### src/rtl/aximm_csr_pkg.sv
// Register map and status-bit layout for the AXI-MM-over-AIB test-control responder.
// Offsets are relative to the responder's base address.
package aximm_csr_pkg;

    localparam logic [31:0] REG_MM_WR_CFG     = 32'h0000_1000;
    localparam logic [31:0] REG_MM_WR_RD_ADDR = 32'h0000_1004;
    localparam logic [31:0] REG_MM_BUS_STS    = 32'h0000_1008;
    localparam logic [31:0] REG_LINKUP_STS    = 32'h0000_100C;
    localparam logic [31:0] REG_MM_RD_CFG     = 32'h0000_1010;
    localparam logic [31:0] REG_DLY_X         = 32'h0000_2000;
    localparam logic [31:0] REG_DLY_Y         = 32'h0000_2004;
    localparam logic [31:0] REG_DLY_Z         = 32'h0000_2008;
    localparam logic [31:0] REG_DOUT_FIRST    = 32'h0000_4000;
    localparam logic [31:0] REG_DOUT_LAST     = 32'h0000_4010;
    localparam logic [31:0] REG_DIN_FIRST     = 32'h0000_4020;
    localparam logic [31:0] REG_DIN_LAST      = 32'h0000_4030;

    // The four captured 128-bit words occupy one 64-byte window starting at 0x4000.
    localparam logic [25:0] CAPT_WINDOW = 26'h000_0100;

    localparam int STS_CMP_PASS    = 0;
    localparam int STS_TEST_CMPL   = 1;
    localparam int STS_RD_ALIGN_OK = 2;
    localparam int STS_WR_ALIGN_OK = 3;
    localparam int STS_WR_DONE     = 4;
    localparam int STS_RD_DONE     = 5;

    function automatic logic [31:0] word_sel(input logic [127:0] data, input logic [1:0] k);
        logic [31:0] w;
        case (k)
            2'd0:    w = data[31:0];
            2'd1:    w = data[63:32];
            2'd2:    w = data[95:64];
            default: w = data[127:96];
        endcase
        return w;
    endfunction

endpackage

### src/rtl/aximm_csr_edge.sv
// Rising-edge detector for a level-held request. The previous level resets high
// so a request already asserted when reset releases is not treated as new.
module aximm_csr_edge (
    input  logic clk,
    input  logic rst,
    input  logic level,
    output logic rise
);

    logic prev;

    always_ff @(posedge clk) begin
        if (rst) prev <= 1'b1;
        else     prev <= level;
    end

    assign rise = level & ~prev;

endmodule

### src/rtl/aximm_csr_resp.sv
// Test-control register responder: decodes edge-triggered AVMM requests, holds
// the traffic-generator configuration and returns status/captured data with a two-cycle read.
module aximm_csr_resp
    import aximm_csr_pkg::*;
#(
    parameter logic [31:0] BASE_ADDR = 32'h5000_0000,
    parameter logic [31:0] DLY_X_RST = 32'h0000_000C,
    parameter logic [31:0] DLY_Y_RST = 32'h0000_0020,
    parameter logic [31:0] DLY_Z_RST = 32'h0000_1770
) (
    input  logic         avmm_clk,
    input  logic         avmm_rst,
    input  logic         i_wren,
    input  logic         i_rden,
    input  logic [31:0]  i_wr_addr,
    input  logic [31:0]  i_wrdata,
    output logic [31:0]  o_master_readdata,
    output logic         o_master_readdatavalid,
    output logic         o_master_waitrequest,
    input  logic [1:0]   i_tx_online,
    input  logic [1:0]   i_rx_online,
    input  logic         i_wr_done,
    input  logic         i_rd_done,
    input  logic         i_wr_align_ok,
    input  logic         i_rd_align_ok,
    input  logic         i_cmp_pass,
    input  logic         i_test_cmpl,
    input  logic [127:0] i_dout_first,
    input  logic [127:0] i_dout_last,
    input  logic [127:0] i_din_first,
    input  logic [127:0] i_din_last,
    output logic         o_wr_go,
    output logic         o_rd_go,
    output logic [31:0]  o_wr_cfg,
    output logic [31:0]  o_rd_cfg,
    output logic [31:0]  o_axi_addr,
    output logic [31:0]  o_dly_x,
    output logic [31:0]  o_dly_y,
    output logic [31:0]  o_dly_z
);

    logic        wr_rise;
    logic        rd_rise;
    logic [31:0] req_off;
    logic        wr_cfg_hit;
    logic        rd_cfg_hit;
    logic [31:0] rd_off_q;
    logic        rd_pend;
    logic        wr_done_q;
    logic        rd_done_q;
    logic [31:0] rd_mux;

    aximm_csr_edge u_wren_edge (
        .clk   (avmm_clk),
        .rst   (avmm_rst),
        .level (i_wren),
        .rise  (wr_rise)
    );

    aximm_csr_edge u_rden_edge (
        .clk   (avmm_clk),
        .rst   (avmm_rst),
        .level (i_rden),
        .rise  (rd_rise)
    );

    assign req_off    = i_wr_addr - BASE_ADDR;
    assign wr_cfg_hit = wr_rise && (req_off == REG_MM_WR_CFG);
    assign rd_cfg_hit = wr_rise && (req_off == REG_MM_RD_CFG);

    always_ff @(posedge avmm_clk) begin
        if (avmm_rst) begin
            o_wr_cfg               <= '0;
            o_rd_cfg               <= '0;
            o_axi_addr             <= '0;
            o_dly_x                <= DLY_X_RST;
            o_dly_y                <= DLY_Y_RST;
            o_dly_z                <= DLY_Z_RST;
            o_wr_go                <= 1'b0;
            o_rd_go                <= 1'b0;
            wr_done_q              <= 1'b0;
            rd_done_q              <= 1'b0;
            rd_off_q               <= '0;
            rd_pend                <= 1'b0;
            o_master_readdata      <= '0;
            o_master_readdatavalid <= 1'b0;
            o_master_waitrequest   <= 1'b0;
        end else begin
            o_wr_go <= wr_cfg_hit;
            o_rd_go <= rd_cfg_hit;

            if (wr_rise) begin
                case (req_off)
                    REG_MM_WR_CFG:     o_wr_cfg   <= i_wrdata;
                    REG_MM_WR_RD_ADDR: o_axi_addr <= i_wrdata;
                    REG_MM_RD_CFG:     o_rd_cfg   <= i_wrdata;
                    REG_DLY_X:         o_dly_x    <= i_wrdata;
                    REG_DLY_Y:         o_dly_y    <= i_wrdata;
                    REG_DLY_Z:         o_dly_z    <= i_wrdata;
                    default:           ;
                endcase
            end

            // Clearing on both the accept edge and the go pulse means a done
            // pulse coincident with either is swallowed: go always wins.
            if (wr_cfg_hit || o_wr_go) wr_done_q <= 1'b0;
            else if (i_wr_done)        wr_done_q <= 1'b1;

            if (rd_cfg_hit || o_rd_go) rd_done_q <= 1'b0;
            else if (i_rd_done)        rd_done_q <= 1'b1;

            o_master_readdatavalid <= 1'b0;
            if (rd_pend) begin
                o_master_readdata      <= rd_mux;
                o_master_readdatavalid <= 1'b1;
                o_master_waitrequest   <= 1'b0;
                rd_pend                <= 1'b0;
            end
            if (rd_rise) begin
                rd_off_q             <= req_off;
                rd_pend              <= 1'b1;
                o_master_waitrequest <= 1'b1;
            end
        end
    end

    // Evaluated one cycle after accept, so same-edge writes are already visible.
    always_comb begin
        rd_mux = '0;
        case (rd_off_q)
            REG_MM_WR_CFG:     rd_mux = o_wr_cfg;
            REG_MM_WR_RD_ADDR: rd_mux = o_axi_addr;
            REG_MM_RD_CFG:     rd_mux = o_rd_cfg;
            REG_DLY_X:         rd_mux = o_dly_x;
            REG_DLY_Y:         rd_mux = o_dly_y;
            REG_DLY_Z:         rd_mux = o_dly_z;
            REG_MM_BUS_STS: begin
                rd_mux[STS_CMP_PASS]    = i_cmp_pass;
                rd_mux[STS_TEST_CMPL]   = i_test_cmpl;
                rd_mux[STS_RD_ALIGN_OK] = i_rd_align_ok;
                rd_mux[STS_WR_ALIGN_OK] = i_wr_align_ok;
                rd_mux[STS_WR_DONE]     = wr_done_q;
                rd_mux[STS_RD_DONE]     = rd_done_q;
            end
            REG_LINKUP_STS:
                rd_mux = {28'b0, i_rx_online[1], i_tx_online[1], i_rx_online[0], i_tx_online[0]};
            default: begin
                if (rd_off_q[31:6] == CAPT_WINDOW && rd_off_q[1:0] == 2'b00) begin
                    case (rd_off_q[5:4])
                        2'd0:    rd_mux = word_sel(i_dout_first, rd_off_q[3:2]);
                        2'd1:    rd_mux = word_sel(i_dout_last,  rd_off_q[3:2]);
                        2'd2:    rd_mux = word_sel(i_din_first,  rd_off_q[3:2]);
                        default: rd_mux = word_sel(i_din_last,   rd_off_q[3:2]);
                    endcase
                end
            end
        endcase
    end

endmodule

### config.mk
export PLATFORM = sky130hd
export DESIGN_NAME = aximm_csr_resp
export DESIGN_NICKNAME = d
export VERILOG_FILES = /design/src/rtl/aximm_csr_pkg.sv /design/src/rtl/aximm_csr_edge.sv /design/src/rtl/aximm_csr_resp.sv
export SDC_FILE = /design/constraint.sdc
export NUM_CORES = 1
export LEC_CHECK = 0
export CAP_MARGIN = 20
export CORE_AREA = 3 3 321 323
export DETAILED_ROUTE_END_ITERATION = 10
export DIE_AREA = 0 0 324 326
export GPL_ROUTABILITY_DRIVEN = 0
export PLACE_DENSITY = 0.36
export SLEW_MARGIN = 10
export SYNTH_ARGS = -nofsm -noshare
export SYNTH_HDL_FRONTEND = slang
export SYNTH_HIERARCHICAL = 1
export SYNTH_SLANG_ARGS = --single-unit
### constraint.sdc
create_clock -name avmm_clk -period 2.9 [get_ports avmm_clk]
set_clock_uncertainty 0.1 [all_clocks]
set_input_delay 0.725 -clock avmm_clk [delete_from_list [all_inputs] [get_ports avmm_clk]]
set_output_delay 0.725 -clock avmm_clk [all_outputs]
set_load 0.01 [all_outputs]
==> results.md <==
* Vert. Die Dim at 326 um
* Number of buffers added to fix hold violations after cts at 0
* Core occupancy in the finished layout at 26.81%
* Fin crit share at 91.25%
* Leading cell type in the layout, fill and taps excluded: sky130_fd_sc_hd__clkdlybuf4s50_1
* Data arrival at the endpoint of the critical path at 2950 ps
* CTS max path bufs at 3
* Synthesized area divided by synthesized cell count at 9.391 um2
* Core region area at 100100 um2
* Initial antenna violation count at 23
* Post-DP HPWL at 86.58 mm
* Crit path max-delay cell type: sky130_fd_sc_hd__dfxtp_4
* Max rail drop VDD at 0.3355 mV
* Maximum number of pins on one net before global-route repair at 79
* Number of rows in the core area at 116
* Headroom to the max-slew limit at 44.94%
* Total negative slack at 0 ps
* Post-route ant nets at 0
* Type of element launching the critical path: flip-flop
* Power Density at 375.1 nW/um2
* Clock sink count at 265
* Overall die width at 324 um
* Drt first pass iters at 5
* Req. time, crit path at 3210 ps
* Net count, final at 3035
* Number of buffers and inverters on the critical path at 3
* Vias post-DR at 16810
* Total of flip-flops plus latches after synthesis at 265
* Total number of yosys warnings at 6
* Total global routing overflow at 0
* Worst setup EP type: flip-flop
* Result of the run: finished clean
* Standby leakage power at 9.171 nW
* Clock slew at the register clock pins of the worst setup and hold paths at 60 ps
* Syn_nets at 2246
* Final Hold Vio Count at 0
* RSZ-0062 raised after global routing: no
* Async SR Flop Fraction at 0%
* Insertion delay to the later sink of the worst-skew pair at 540 ps
* Sequential standard cell area at 5314 um2
* Portion of the post-synthesis area used by sequential elements at 34.15%
* Hold slack at 344.0 ps
* Delay of the slowest cell on the worst path at 620 ps
* Area growth from synthesis to final layout at 72.88%
* CP max FO at 24
* Initial cell density of the core at 15.51%
* Fraction of layout instances using a drive strength above 1 at 15.09%
* Routed wire length at 106.7 mm
* Post-place setup slack at -214.3 ps
* List of cells traversed by the critical path: buf_12 > buf_12 > mux4_2 > a22oi_1 > buf_4 > nand2_1 > nand2_2 > a211oi_2
* Die outline area at 105600 um2
* Violation count after the first detailed-routing iteration at 1042
* Drt via density at 4.453
* Number of global-route vias before repair at 17500
* Number of fill cells in the layout at 10620
* Crit path setup slack, layout at 253.9 ps
* Predominant post-synthesis flop cell: sky130_fd_sc_hd__dfxtp_1
* Tot GR Track Use at 19.18%
* Syn Std Cell Area at 15530 um2
* Area post-placement at 25680 um2
* Detailed-route DRC error count at 0
* H-tree levels at 2
* Final Instance Area at 26850 um2
* Top Ports at 818
* Post-route minimum period at 2646 ps
* Number of slew-limit violations in the final report at 0
* Buffer cell driving the clock tree root: sky130_fd_sc_hd__clkbuf_16
* Distinct cell type count of the synthesized netlist at 56
* Most frequent cells in the layout: 816 x sky130_fd_sc_hd__clkdlybuf4s50_1, 319 x sky130_fd_sc_hd__nand2_1, 262 x sky130_fd_sc_hd__dfxtp_1, 135 x sky130_fd_sc_hd__nor2_1, 132 x sky130_fd_sc_hd__mux4_2
* Mapped Cells at 1654
* Cts bufs inserted at 34
* Wire length of the first global-routing pass at 143.5 mm
* R2R depth at 8
* Total stage count of the critical path at 8
* Finish-stage setup viols at 0
* Cell type with the highest occurrence count on the critical path: sky130_fd_sc_hd__buf_12
* Worst Setup Path Type: flip-flop to flip-flop
* Input/output buffers at 817
* Pin slew with the least headroom to its limit at 825.8 ps
* Area of the multi-input gates at 9479 um2
* Count of flip-flops with a built-in enable after synthesis at 0
* Clock tree from TritonCTS: built
* Post-cts sizing count at 0
* Tightest Hold Check Type: flip-flop to flip-flop
* Mean routed wirelength per cell at 28.26 um
* CP delay by family, top: buffers and inverters
* Min-Delay Path Depth at 1
* Max Fclk at 377.9 MHz
* Count of maximum capacitance violations at 0
## per-stage QoR
stage | cells | power (mW)
floorplan | 1654 | 4.495
global placement | 3703 | 5.809
detailed placement | 3703 | 5.823
CTS | 3761 | 10.25
global route | 3773 | 10.46
finish | 3775 | 10.07
## cells in the mapped netlist, drive strengths merged, types with 4 or more instances
library cell | instances | area (um2)
nand2 | 348 | 1379
dfxtp | 265 | 5305
nor2 | 137 | 516.8
mux4 | 132 | 2973
a21oi | 127 | 635.6
mux2i | 124 | 1241
a22oi | 90 | 675.7
nand3 | 82 | 410.4
buf | 81 | 525.5
clkbuf | 80 | 300.3
a211oi | 32 | 390.4
o21ai | 30 | 153.9
a31oi | 26 | 162.7
nor4 | 15 | 163.9
nand3b | 9 | 67.56
nand4 | 8 | 83.83
nor2b | 8 | 50.05
nor4b | 8 | 97.59
a22o | 6 | 52.55
and4 | 6 | 52.55
a2bb2oi | 4 | 35.03
inv | 4 | 15.01
o31ai | 4 | 30.03
## metal layers
metal | track usage, % | wire length (um) | share of wire, % | vias to the layer above
met5 | 0 | 27 | 0.025 | -
met4 | 4.636 | 2432 | 2.3 | 4
met3 | 3.547 | 6530 | 6.1 | 101
met2 | 35.91 | 55870 | 52 | 673
met1 | 22.23 | 41830 | 39 | 8374
li1 | - | - | - | 7658
## worst reg2reg max path: stages, from the launching register on
cell and delay, ps:
sky130_fd_sc_hd__dfxtp_4 620, sky130_fd_sc_hd__buf_12 300, sky130_fd_sc_hd__buf_12 230, sky130_fd_sc_hd__mux4_2 540, sky130_fd_sc_hd__a22oi_1 330, sky130_fd_sc_hd__buf_4 180, sky130_fd_sc_hd__nand2_1 70, sky130_fd_sc_hd__nand2_2 80
sky130_fd_sc_hd__a211oi_2 60
## final cells by class
cell class	count	share of cell area, %
Timing Repair Buffer	914	34.54
Sequential cell	265	19.79
Inverter	4	0.05592
Antenna cell	12	0.1118
Clock inverter	9	0.3541
Tap cell	1298	6.048
Multi-Input combinational cell	1224	35.30
Clock buffer	49	3.802
## report_power, final
part / internal, mW / switching, mW
sequential: 3.68 / 0.0407
combinational: 1.17 / 0.842
clock: 2.62 / 1.73
total: 7.46 / 2.61
## state kept, by name, summed over array words and instances (netlist names), 32 cells and up
register and count:
o_rd_cfg 32, o_axi_addr 32, o_master_readdata 32, o_dly_z 32
o_wr_cfg 32, o_dly_x 32, o_dly_y 32, rd_off_q 32
## cell families after synthesis
logic type	Yosys count	share of synthesized area (%)
xor gates and xnor gates	2	0.1128
buffers and inverters	165	5.413
muxes	256	27.13
adders and majority gates	2	0.1611
and+or+nand+nor	636	18.80
AOI/OAI and AO/OA	328	14.23
DFF	265	34.15
## timing repair
item                                   CTS  global route
setup endpoints to repair                0             8
setup buffers                            0             2
endpoints found under the hold margin    0             0
## final timing paths
| path | start | end | slack, ps |
|---|---|---|---|
| min reg2reg | o_rd_go$_SDFF_PP0_ | rd_done_q$_SDFFE_PP0P_ | 340 |
| max reg2reg | rd_off_q[2]$_SDFFE_PP0P_ | o_master_readdata[16]$_SDFFE_PP0P_ | 250 |
| min | o_rd_go$_SDFF_PP0_ | rd_done_q$_SDFFE_PP0P_ | 340 |
| max | rd_off_q[2]$_SDFFE_PP0P_ | o_master_readdata[16]$_SDFFE_PP0P_ | 250 |
No activity file was read; power rests on OpenSTA's default activity.
